**src/rtl/fp32_to_bf16_pkg.sv**
```systemverilog
// Shared definitions for the FP32 -> BF16 down-converter and related BF16 units.
//   rnd_mode_e : rounding mode encoding (codes 5-7 behave as RNE)
//   FP32_* / BF16_* : field widths of the two formats
//   BF16_QNAN  : canonical quiet NaN produced for any NaN input
//   BF16_INF   : BF16 infinity magnitude (sign supplied separately)
//   fflags_t   : exception flag bundle {invalid, overflow, underflow, inexact}
package fp32_to_bf16_pkg;

    typedef enum logic [2:0] {
        RNE = 3'd0,
        RTZ = 3'd1,
        RDN = 3'd2,
        RUP = 3'd3,
        RMM = 3'd4
    } rnd_mode_e;

    localparam int FP32_EXP_W = 8;
    localparam int FP32_MAN_W = 23;
    localparam int BF16_EXP_W = 8;
    localparam int BF16_MAN_W = 7;

    // Number of FP32 mantissa bits discarded when narrowing to BF16.
    localparam int DROP_W = FP32_MAN_W - BF16_MAN_W;

    localparam logic [15:0] BF16_QNAN = 16'h7FC0;
    localparam logic [14:0] BF16_INF  = 15'h7F80;

    typedef struct packed {
        logic invalid;
        logic overflow;
        logic underflow;
        logic inexact;
    } fflags_t;

endpackage

```
**src/rtl/fp32_to_bf16_round_decide.sv**
```systemverilog
// bf16_round_decide: combinational round-up / inexact decision for BF16 results.
//   sign     : sign of the value being rounded
//   lsb      : least significant kept mantissa bit
//   guard    : first discarded bit
//   sticky   : OR of all remaining discarded bits
//   rnd_mode : rounding mode (rnd_mode_e encoding; unknown codes act as RNE)
//   round_up : add one ulp to the truncated magnitude
//   inexact  : discarded bits were non-zero
module bf16_round_decide
    import fp32_to_bf16_pkg::*;
(
    input  logic       sign,
    input  logic       lsb,
    input  logic       guard,
    input  logic       sticky,
    input  logic [2:0] rnd_mode,
    output logic       round_up,
    output logic       inexact
);

    always_comb begin
        inexact  = guard | sticky;
        round_up = 1'b0;
        case (rnd_mode)
            RTZ:     round_up = 1'b0;
            RDN:     round_up = sign & (guard | sticky);
            RUP:     round_up = ~sign & (guard | sticky);
            RMM:     round_up = guard;
            default: round_up = guard & (sticky | lsb);   // RNE, also codes 5-7
        endcase
    end

endmodule

```
**src/rtl/fp32_to_bf16.sv**
```systemverilog
// fp32_to_bf16: streaming FP32 -> BF16 converter, two register stages.
//   clk, reset              : clock, synchronous active-high reset
//   in_valid/in_ready       : input handshake; operand_a, rnd_mode, in_tag travel together
//   out_valid/out_ready     : output handshake; result, out_tag and per-result flags
//   invalid/overflow/underflow/inexact : flags of the presented result
//   fflags                  : sticky {invalid, overflow, underflow, inexact}
//   fflags_clear            : clears sticky flags (flags of a same-cycle result survive)
// Stage 1 registers the classification and the rounding decision; stage 2 registers
// the packed result. The only combinational path is out_ready -> in_ready.
module fp32_to_bf16
    import fp32_to_bf16_pkg::*;
#(
    parameter int TAG_W = 4
) (
    input  logic             clk,
    input  logic             reset,
    input  logic             in_valid,
    output logic             in_ready,
    input  logic [31:0]      operand_a,
    input  logic [2:0]       rnd_mode,
    input  logic [TAG_W-1:0] in_tag,
    output logic             out_valid,
    input  logic             out_ready,
    output logic [15:0]      result,
    output logic [TAG_W-1:0] out_tag,
    output logic             invalid,
    output logic             overflow,
    output logic             underflow,
    output logic             inexact,
    output logic [3:0]       fflags,
    input  logic             fflags_clear
);

    // ---------------- stage 1: classify + round decision ----------------
    logic [FP32_EXP_W-1:0] in_exp;
    logic [FP32_MAN_W-1:0] in_man;
    logic                  in_exp_ones;
    logic                  in_exp_zero;
    logic                  in_man_zero;
    logic                  dec_round_up;
    logic                  dec_inexact;

    assign in_exp      = operand_a[FP32_MAN_W +: FP32_EXP_W];
    assign in_man      = operand_a[FP32_MAN_W-1:0];
    assign in_exp_ones = &in_exp;
    assign in_exp_zero = ~|in_exp;
    assign in_man_zero = ~|in_man;

    bf16_round_decide u_round_decide (
        .sign     (operand_a[31]),
        .lsb      (operand_a[DROP_W]),
        .guard    (operand_a[DROP_W-1]),
        .sticky   (|operand_a[DROP_W-2:0]),
        .rnd_mode (rnd_mode),
        .round_up (dec_round_up),
        .inexact  (dec_inexact)
    );

    logic             s1_valid_reg;
    logic             s1_sign_reg;
    logic [14:0]      s1_kept_reg;
    logic             s1_round_up_reg;
    logic             s1_inexact_reg;
    logic             s1_is_nan_reg;
    logic             s1_is_snan_reg;
    logic             s1_is_inf_reg;
    logic             s1_is_zero_reg;
    logic             s1_exp_zero_reg;
    logic [TAG_W-1:0] s1_tag_reg;

    logic s2_valid_reg;
    logic s2_load;
    logic s1_load;
    logic out_hs;

    assign out_hs   = s2_valid_reg & out_ready;
    // Stage 2 takes stage 1's contents when it is empty or its result leaves now.
    assign s2_load  = s1_valid_reg & (~s2_valid_reg | out_ready);
    assign in_ready = ~s1_valid_reg | s2_load;
    assign s1_load  = in_valid & in_ready;

    always_ff @(posedge clk) begin
        if (reset) begin
            s1_valid_reg    <= 1'b0;
            s1_sign_reg     <= 1'b0;
            s1_kept_reg     <= '0;
            s1_round_up_reg <= 1'b0;
            s1_inexact_reg  <= 1'b0;
            s1_is_nan_reg   <= 1'b0;
            s1_is_snan_reg  <= 1'b0;
            s1_is_inf_reg   <= 1'b0;
            s1_is_zero_reg  <= 1'b0;
            s1_exp_zero_reg <= 1'b0;
            s1_tag_reg      <= '0;
        end else begin
            if (s1_load) begin
                s1_valid_reg    <= 1'b1;
                s1_sign_reg     <= operand_a[31];
                s1_kept_reg     <= operand_a[30:DROP_W];
                s1_round_up_reg <= dec_round_up;
                s1_inexact_reg  <= dec_inexact;
                s1_is_nan_reg   <= in_exp_ones & ~in_man_zero;
                // Signalling NaN: quiet bit (mantissa MSB) clear.
                s1_is_snan_reg  <= in_exp_ones & ~in_man_zero & ~in_man[FP32_MAN_W-1];
                s1_is_inf_reg   <= in_exp_ones & in_man_zero;
                s1_is_zero_reg  <= in_exp_zero & in_man_zero;
                s1_exp_zero_reg <= in_exp_zero;
                s1_tag_reg      <= in_tag;
            end else if (s2_load) begin
                s1_valid_reg <= 1'b0;
            end
        end
    end

    // ---------------- stage 2: pack ----------------
    logic [14:0] mag;
    logic        mag_exp_ones;
    logic [15:0] s2_result_next;
    fflags_t     s2_flags_next;

    // A carry out of the mantissa ripples into the exponent by design.
    assign mag          = s1_kept_reg + 15'(s1_round_up_reg);
    assign mag_exp_ones = &mag[BF16_MAN_W +: BF16_EXP_W];

    always_comb begin
        s2_result_next = {s1_sign_reg, mag};
        s2_flags_next  = '0;
        if (s1_is_nan_reg) begin
            s2_result_next        = BF16_QNAN;
            s2_flags_next.invalid = s1_is_snan_reg;
        end else if (s1_is_inf_reg) begin
            s2_result_next = {s1_sign_reg, BF16_INF};
        end else if (s1_is_zero_reg) begin
            s2_result_next = {s1_sign_reg, 15'd0};
        end else if (mag_exp_ones) begin
            s2_result_next         = {s1_sign_reg, BF16_INF};
            s2_flags_next.overflow = 1'b1;
            s2_flags_next.inexact  = 1'b1;
        end else begin
            s2_flags_next.inexact   = s1_inexact_reg;
            // Tininess judged on the unrounded operand exponent.
            s2_flags_next.underflow = s1_exp_zero_reg & s1_inexact_reg;
        end
    end

    logic [15:0]      s2_result_reg;
    logic [TAG_W-1:0] s2_tag_reg;
    fflags_t          s2_flags_reg;
    logic [3:0]       fflags_reg;

    always_ff @(posedge clk) begin
        if (reset) begin
            s2_valid_reg  <= 1'b0;
            s2_result_reg <= '0;
            s2_tag_reg    <= '0;
            s2_flags_reg  <= '0;
        end else begin
            if (s2_load) begin
                s2_valid_reg  <= 1'b1;
                s2_result_reg <= s2_result_next;
                s2_tag_reg    <= s1_tag_reg;
                s2_flags_reg  <= s2_flags_next;
            end else if (out_hs) begin
                s2_valid_reg <= 1'b0;
            end
        end
    end

    // Sticky flags: a clear wipes history but never the result leaving this cycle.
    always_ff @(posedge clk) begin
        if (reset) begin
            fflags_reg <= '0;
        end else if (out_hs) begin
            fflags_reg <= (fflags_clear ? 4'b0000 : fflags_reg) | s2_flags_reg;
        end else if (fflags_clear) begin
            fflags_reg <= '0;
        end
    end

    assign out_valid = s2_valid_reg;
    assign result    = s2_result_reg;
    assign out_tag   = s2_tag_reg;
    assign invalid   = s2_flags_reg.invalid;
    assign overflow  = s2_flags_reg.overflow;
    assign underflow = s2_flags_reg.underflow;
    assign inexact   = s2_flags_reg.inexact;
    assign fflags    = fflags_reg;

endmodule
```
**config.mk**
```make
export PLATFORM = sky130hd
export DESIGN_NAME = fp32_to_bf16
export DESIGN_NICKNAME = d
export VERILOG_FILES = /design/src/rtl/fp32_to_bf16_pkg.sv /design/src/rtl/fp32_to_bf16_round_decide.sv /design/src/rtl/fp32_to_bf16.sv
export SDC_FILE = /design/constraint.sdc
export NUM_CORES = 1
export LEC_CHECK = 0
export ABC_AREA = 1
export CAP_MARGIN = 20
export CORE_MARGIN = 3
export CORE_UTILIZATION = 50
export DETAILED_ROUTE_END_ITERATION = 10
export PLACE_DENSITY = 0.94
export SYNTH_ARGS = -nofsm -noshare
export SYNTH_HDL_FRONTEND = slang
export SYNTH_SLANG_ARGS = --single-unit
```
**constraint.sdc**
```tcl
create_clock -name clk -period 3.7 [get_ports clk]
set_input_delay 0.74 -clock clk [delete_from_list [all_inputs] [get_ports clk]]
set_output_delay 0.74 -clock clk [all_outputs]
set_load 0.01 [all_outputs]
```
## Word level (Yosys, flattened, before mapping)

Index checks and enable logic that the tools add are counted.

| cells by class | value |
|---|---|
| multiplexer cells | 18 |
| reductions and logical operators | 9 |
| equality and inequality tests | 4 |
| add/sub/neg operators | 1 |
| bitwise operators | 20 |

Operators with widths:

| operator | number |
|---|---|
| 2-to-1 mux 15 bit | 3 |
| OR reduction 23 bit | 1 |
| 2-to-1 mux 16 bit | 1 |
| AND reduction 8 bit | 2 |
| adder 15 x 1 -> 15 bit | 1 |
| OR reduction 15 bit | 1 |
| bitwise AND 1 bit | 11 |
| 2-to-1 mux 3 bit | 3 |
| 2-to-1 mux 1 bit | 8 |
| 2-to-1 mux 4 bit | 2 |
| OR reduction 8 bit | 1 |
| == test 3 x 2 -> 1 bit (second input constant) | 2 |
| NOT 1 bit | 4 |
| OR 1 bit | 4 |
| OR 4 bit | 1 |
| case mux 1 bit (4 select lines) | 1 |
| nonzero test 2 bit | 2 |
| == test 3 x 1 -> 1 bit (second input constant) | 1 |
| == test 3 bit (second input constant) | 1 |
| logical NOT 1 bit | 2 |

| word-level totals | value |
|---|---|
| input port bits | 44 |
| word-level logic and storage cells | 71 |
| register bits | 57 |

## Longest topological paths before layout

Gate-level depths: netlist (run 1).

| logic depth | value |
|---|---|
| depth in word-level cells | 6 |
| depth in mapped cells | 12 |
| depth with buffers taken out | 12 |

## Hierarchy

From an unflattened synthesis (run 1), not the netlist that was laid out.

| second synthesis, totals | value |
|---|---|
| cells, all modules | 380 |
| area, all modules | 2,705.1 µm² |

By module, submodules not included:

| module | area each (µm²) | seq. area each (µm²) | cells each | instances |
|---|---|---|---|---|
| fp32_to_bf16 | 2,638.8 | 1,141.1 | 365 | 1 |
| bf16_round_decide | 66.3 | 0.0 | 15 | 1 |

## Least setup slack after synthesis (run 1)

OpenSTA, ideal clock, no wires.

| timing path | value |
|---|---|
| path kind | input -> register |
| start | in out_ready |
| end | reg s1_is_snan_reg |
| setup slack | 1,875 ps |
| arrival | 1,754 ps |
| required time | 3,629 ps |
| setup time | 71 ps |
| stages on the path | 8 |
| cells stage by stage | inv_1 nand3_1 nand2_2 clkinv_1 nand2_1 nor4_1 nand3_1 a21oi_1 |

| on the way | value |
|---|---|
| longest elaborated chain between the ends | 4 |

Ends and longest elaborated chain:

| what | RTL line | RTL |
|---|---|---|
| start, declared | fp32_to_bf16.sv:23 | `input logic out_ready,` |
| OR 1 bit | fp32_to_bf16.sv:78 | `assign s2_load = s1_valid_reg & (~s2_valid_reg \| out_ready);` |
| bitwise AND 1 bit | fp32_to_bf16.sv:78 |  |
| OR 1 bit | fp32_to_bf16.sv:79 | `assign in_ready = ~s1_valid_reg \| s2_load;` |
| named net in_ready | fp32_to_bf16.sv:18 | `output logic in_ready,` |
| bitwise AND 1 bit | fp32_to_bf16.sv:80 | `assign s1_load = in_valid & in_ready;` |
| end signal, assigned | fp32_to_bf16.sv:104 | `s1_is_snan_reg <= in_exp_ones & ~in_man_zero & ~in_man[FP32_MAN_W-1];` |
| end, declared | fp32_to_bf16.sv:65 | `logic s1_is_snan_reg;` |

The timed path passes the listed nets, and every way through them passes these cells.
A chain may end at the register's enable or synchronous reset.

## Worst setup path in the final report (run 1)

| timing path | value |
|---|---|
| start | in out_ready |
| end | out in_ready |

| on the way | value |
|---|---|
| longest elaborated chain between the ends | 3 |

Ends and longest elaborated chain:

| what | RTL line |
|---|---|
| OR 1 bit | fp32_to_bf16.sv:78 |
| bitwise AND 1 bit | fp32_to_bf16.sv:78 |
| OR 1 bit | fp32_to_bf16.sv:79 |
| end, declared | fp32_to_bf16.sv:18 |

No other way between the ends.

==> results.cfg, run 1 <==
[cells_and_area]
fillerInstances = 363
final_common_cell = nand2_1
antenna-diode-count = 0
layout_common_cells = 82 x nand2_1, 73 x clkdlybuf4s50_1, 64 x nor2_1
largest_reg_flops = 16
fin_cells = 518
drive_gt1_share_pct = 6.208
postLayoutCellArea_mm2 = 0.003562
nets = 493
syn_to_final_growth_pct = 38.54

[cts]
clk_latency_ps = 330
cts_tree = done
cts_root_buf = clkbuf_8
clockBufferDepth = 2
post_cts_buffers = 0
clk_pin_slew_ps = 60
cts.sinks = 57
post_cts_resized = 0
h-tree-depth = 3
cts_hold_buf = 0
cts_made_buffers = 9

[status]
status = finished clean

[synth]
ys_ff_latch = 57
yosys_warnings = 0
synthesis.nets = 417
postSynthCellCount = 371
synthArstFlopShare_pct = 0
ys.flop_type = dfxtp_1
synth_cell_types = 29
synth_enable_flop_cells = 0
syn_area_mm2 = 0.002571
synth_area_per_cell_um2 = 6.931
yosysSeqAreaShare_pct = 44.38

[power]
switching_share_pct = 24.54
peakVddDrop_mv = 0.2355
power.density_mw_per_mm2 = 404.0
pwr-share-comb_pct = 13.3
clock_power_share_pct = 40.1
sequentialPowerShare_pct = 46.7
p_int_mw = 1.086
power_leakage_nw = 1.366
power.switching_uw = 353.1

[floorplanning]
die_width_um = 77.71
dieArea_mm2 = 0.006039
ios = 74
die_y_um = 77.71
rows = 25
initial_core_util_pct = 53.03
core_mm2 = 0.004848

[sta]
fin_setup_tns_ps = 0
clock_skew_ps = 4.340
worst_pin_slew_ps = 827.0
min_period_over_period_pct = 72.90
post-route-min-period_ps = 2697
finalSetupViolations = 0
fin_hold_ws_ps = 473.5
finalHoldViolations = 0
maxSlewViolCount = 0
rsz0062_at_grt = false
relSlewSlack_pct = 44.81
max_freq_ghz = 0.3707

[placed_design]
io_buffers = 73
routabilityCongestion = 0.9329
hpwl_um = 4980
placed_area_mm2 = 0.003367
place_inst = 503

[detailed_routing]
wl_per_cell_um = 12.92
antenna_left = 0
post-route-drc-count = 0
drtPass1Iterations = 5
drt-total-wl_um = 6690
vias_per_cell = 5.359
vias = 2776
dr.first_iter.drc_count = 257

[critical_path]
critPathLaunchType = input pin
path_class = in -> out
path_cells = clkdlybuf4s50_1 -> inv_1 -> nand3_1 -> clkdlybuf4s50_1
endpoint_kind = primary output
max_stage_delay_ps = 560
cp_common_cell = clkdlybuf4s50_1
path_max_fanout = 3
arrival_ps = 1960
cp.required_ps = 2960
slowest_stage = clkdlybuf4s50_1

[job]
maxCapViolCount = 0

[global_routing]
grt.overflow.total = 0
gr-usage-all-layers_pct = 24.02
antenna_found_initial = 0
first_global_vias = 2690
grt_max_degree = 35
grt_pass1_wl_um = 11670

[min_path]
hold_path.class = reg -> reg
[final timing paths]
check / startpoint / to / slack, ps / depth (start not counted)
setup reg to reg: s1_round_up_reg / result[4] / 1810 / 12
hold reg to reg: fflags[3] / fflags[3] / 470 / 2
setup / recovery: out_ready / in_ready / 1000 / 4
hold / removal: fflags[3] / fflags[3] / 470 / 2
[Yosys cell counts (2+ instances only)]
cell	n	share of area [%]
xor2_1	2	0.68
nand4_1	6	1.5
dfxtp_1	57	44
nor3_1	7	1.4
ha_1	2	0.97
buf_1	2	0.29
nand2_1	82	12
or2_2	2	0.49
a21oi_1	40	7.8
clkbuf_1	9	1.3
nor2_2	4	0.97
o21ai_0	34	6.6
clkinv_1	2	0.29
nand3_1	16	3.1
nand2_2	3	0.73
nor4_1	5	1.2
inv_1	21	3.1
nor2_1	64	9.3
a22oi_1	3	0.88
[power groups by stage]
stage	registers [mW]	clock network, mW	logic (mW)
CTS	0.671	0.580	0.190
floorplan	0.685	0	0.0836
detailed placement	0.684	0	0.188
finish	0.672	0.577	0.191
global route	0.675	0.615	0.213
global placement	0.683	0	0.183
[critical path: cells and delay by family]
family / cells / cell delay, ps
buffers and inverters: 3 / 1100
AND/OR/NAND/NOR: 1 / 120
[logic make-up after synthesis]
family                     count (synthesis)  share of synthesized area [%]
adders and majority gates                  2                         0.9731
buffers and inverters                     34                          4.964
AOI/OAI and AO/OA                         81                          16.40
DFF                                       57                          44.38
and+or+nand+nor                          194                          32.26
xor gates and xnor gates                   3                          1.022
[per-layer routing]
layer  global-route usage [%]  vias to the layer above  routed length [µm]
met5                        0                        -                   0
met4                    11.92                        0                 148
met3                    5.916                       16                 503
met2                    39.98                      128                3254
met1                    28.68                     1247                2783
li1                         -                     1385                   -
[through the flow]
stage	power (mW)	worst slack, ps	util [%]
final	1.439	1003	73.47
after detailed placement	0.8722	1007	69.45
after CTS	1.441	998.4	73.47
after global placement	0.8661	1031	69.45
after global routing	1.503	950.9	73.47
after floorplan	0.7685	1875	-
[cell type report]
class	count	area (µm²)	share of cell area, %
clock inverter	3	40.04	1.124
timing repair buffer	76	753.2	21.15
clock buffer	12	155.1	4.355
tap	67	83.83	2.353
multi-input combinational	280	1303	36.56
inverter	23	86.33	2.424
sequential	57	1141	32.03
No activity file was read; power rests on OpenSTA's default activity.
==> inputs of run 2 (changes only) <==
- CORE_UTILIZATION: 50 -> 47
- PLACE_DENSITY: 0.94 -> 0.9
- clock period: 3.7 -> 2.5 ns (I/O delays scaled with it)
==> run 2 against run 1 <==
Compared with the run above: clock power is 68% higher; wire length is 5.5% higher; sequential power is 48% higher; design area is 1.8% higher; combinational power is 53% higher; first-iteration DRC count is 28% lower; utilization is 3.8 points lower; die area is 5.9% higher; critical path type unchanged; critical endpoint unchanged; largest power group unchanged.
==> results.cfg, run 2 (synthesis gave the netlist of run 1 again) <==
[cts]
post_cts_resized = 0
clk_pin_slew_ps = 70
clk_latency_ps = 340
h-tree-depth = 3
cts_made_buffers = 9
cts_hold_buf = 0
cts.sinks = 57
post_cts_buffers = 0
cts_root_buf = clkbuf_8
clockBufferDepth = 2
cts_tree = done

[detailed_routing]
drtPass1Iterations = 4
vias = 2784
drt-total-wl_um = 7059
dr.first_iter.drc_count = 186
post-route-drc-count = 0
antenna_left = 0
wl_per_cell_um = 13.42
vias_per_cell = 5.293

[placed_design]
routabilityCongestion = 0.9308
io_buffers = 73
hpwl_um = 5235
placed_area_mm2 = 0.003401
pre_cts_ws_ps = 273.1

[cells_and_area]
nets = 497
syn_to_final_growth_pct = 41.07
fillerInstances = 418
drive_gt1_share_pct = 7.456
postLayoutCellArea_mm2 = 0.003627
layout_common_cells = 82 x nand2_1, 73 x clkdlybuf4s50_1, 64 x nor2_1
antenna-diode-count = 0
final_common_cell = nand2_1
largest_reg_flops = 16

[floorplanning]
ios = 74
core_mm2 = 0.005205
die_y_um = 79.97
dieArea_mm2 = 0.006394
initial_core_util_pct = 49.40
die_width_um = 79.97
rows = 26

[sta]
fin_setup_tns_ps = 0
rsz0062_at_grt = false
min_period_over_period_pct = 88.87
finalHoldViolations = 0
maxSlewViolCount = 0
finalSetupViolations = 0
clock_skew_ps = 6.355
max_freq_ghz = 0.4501
post-route-min-period_ps = 2222
setup_slack_ps = 278.3
worst_pin_slew_ps = 520.7
relSlewSlack_pct = 64.97

[critical_path]
cp_common_cell = clkdlybuf4s50_1
cp_top_family = buffers and inverters
crit_end = in_ready
endpoint_kind = primary output
max_stage_delay_ps = 560
reg2reg_slack_ps = 580
path_cells = clkdlybuf4s50_1 -> inv_1 -> nand3_1 -> clkdlybuf4s50_1
cp.required_ps = 2000
arrival_ps = 1720
crit_path_start = out_ready
path_max_fanout = 3
reg2reg_depth = 12
slowest_stage = clkdlybuf4s50_1
cp.depth = 4
critPathLaunchType = input pin
crit_buf_inv = 3
rr_endpoint = result[5]
path_class = in -> out
r2r_start = s1_round_up_reg

[power]
peakVddDrop_mv = 0.3298
power.density_mw_per_mm2 = 621.6
power.total_mw = 2.255
power_leakage_nw = 1.393

[global_routing]
gr-usage-met1_pct = 29.93
antenna_found_initial = 0
use_met2_pct = 40.40
grt.busiest_layer = met2
grt_max_degree = 35
first_global_vias = 2702
grt_pass1_wl_um = 12200
gr-usage-all-layers_pct = 24.33
use_met3_pct = 4.289
grt.overflow.total = 0

[min_path]
hold_path.class = reg -> reg

[status]
status = finished clean

[job]
maxCapViolCount = 0
==> run 2: worst min path at each step <==
stage,cells after the start,from,slack (ps),endpoint
2_1_floorplan,2,s1_kept_reg[14],440,s1_kept_reg[14]
3_3_place_gp,2,fflags[1],450,fflags[1]
3_5_place_dp,2,result[2],460,result[2]
4_1_cts,2,result[0],470,result[0]
5_1_grt,2,result[0],490,result[0]
6_report,2,result[0],470,result[0]
==> run 2: cell type report <==
| type | count | area (µm²) | share of cell area, % |
|---|---|---|---|
| clock buffers | 9 | 123.9 | 3.415 |
| clock inverters | 7 | 102.6 | 2.829 |
| inverters | 23 | 86.33 | 2.380 |
| multi-input cells | 280 | 1303 | 35.91 |
| flip-flops and latches | 57 | 1141 | 31.46 |
| well taps | 70 | 87.58 | 2.415 |
| repair buffers | 80 | 783.3 | 21.59 |
==> run 2: through the flow <==
step / hold slack, ps / utilization (%) / cells
2_1_floorplan: 440.7 / - / 371
3_3_place_gp: 454.3 / 65.34 / 510
3_5_place_dp: 457.6 / 65.34 / 510
4_1_cts: 468.0 / 69.69 / 526
5_1_grt: 485.5 / 69.69 / 526
6_report: 467.6 / 69.69 / 526
==> run 2: tightest hold or removal path: cells and delay by family, from the launching register on <==
family             cells  cell delay [ps]
and+or+nand+nor        1               60
DFF                    1              310
AOI/OAI and AO/OA      1               50
==> run 2: routing by layer <==
layer	part of all wire, %	vias up	wire length [µm]
li1	-	1393	-
met1	43	1255	3027
met2	48	120	3417
met3	6.6	16	465
met4	2.1	0	149
met5	0	-	0
==> run 2: power by group <==
group	internal [mW]	switching, mW
combinational	0.149	0.143
sequential	0.956	0.0374
clock	0.570	0.399
total	1.68	0.579
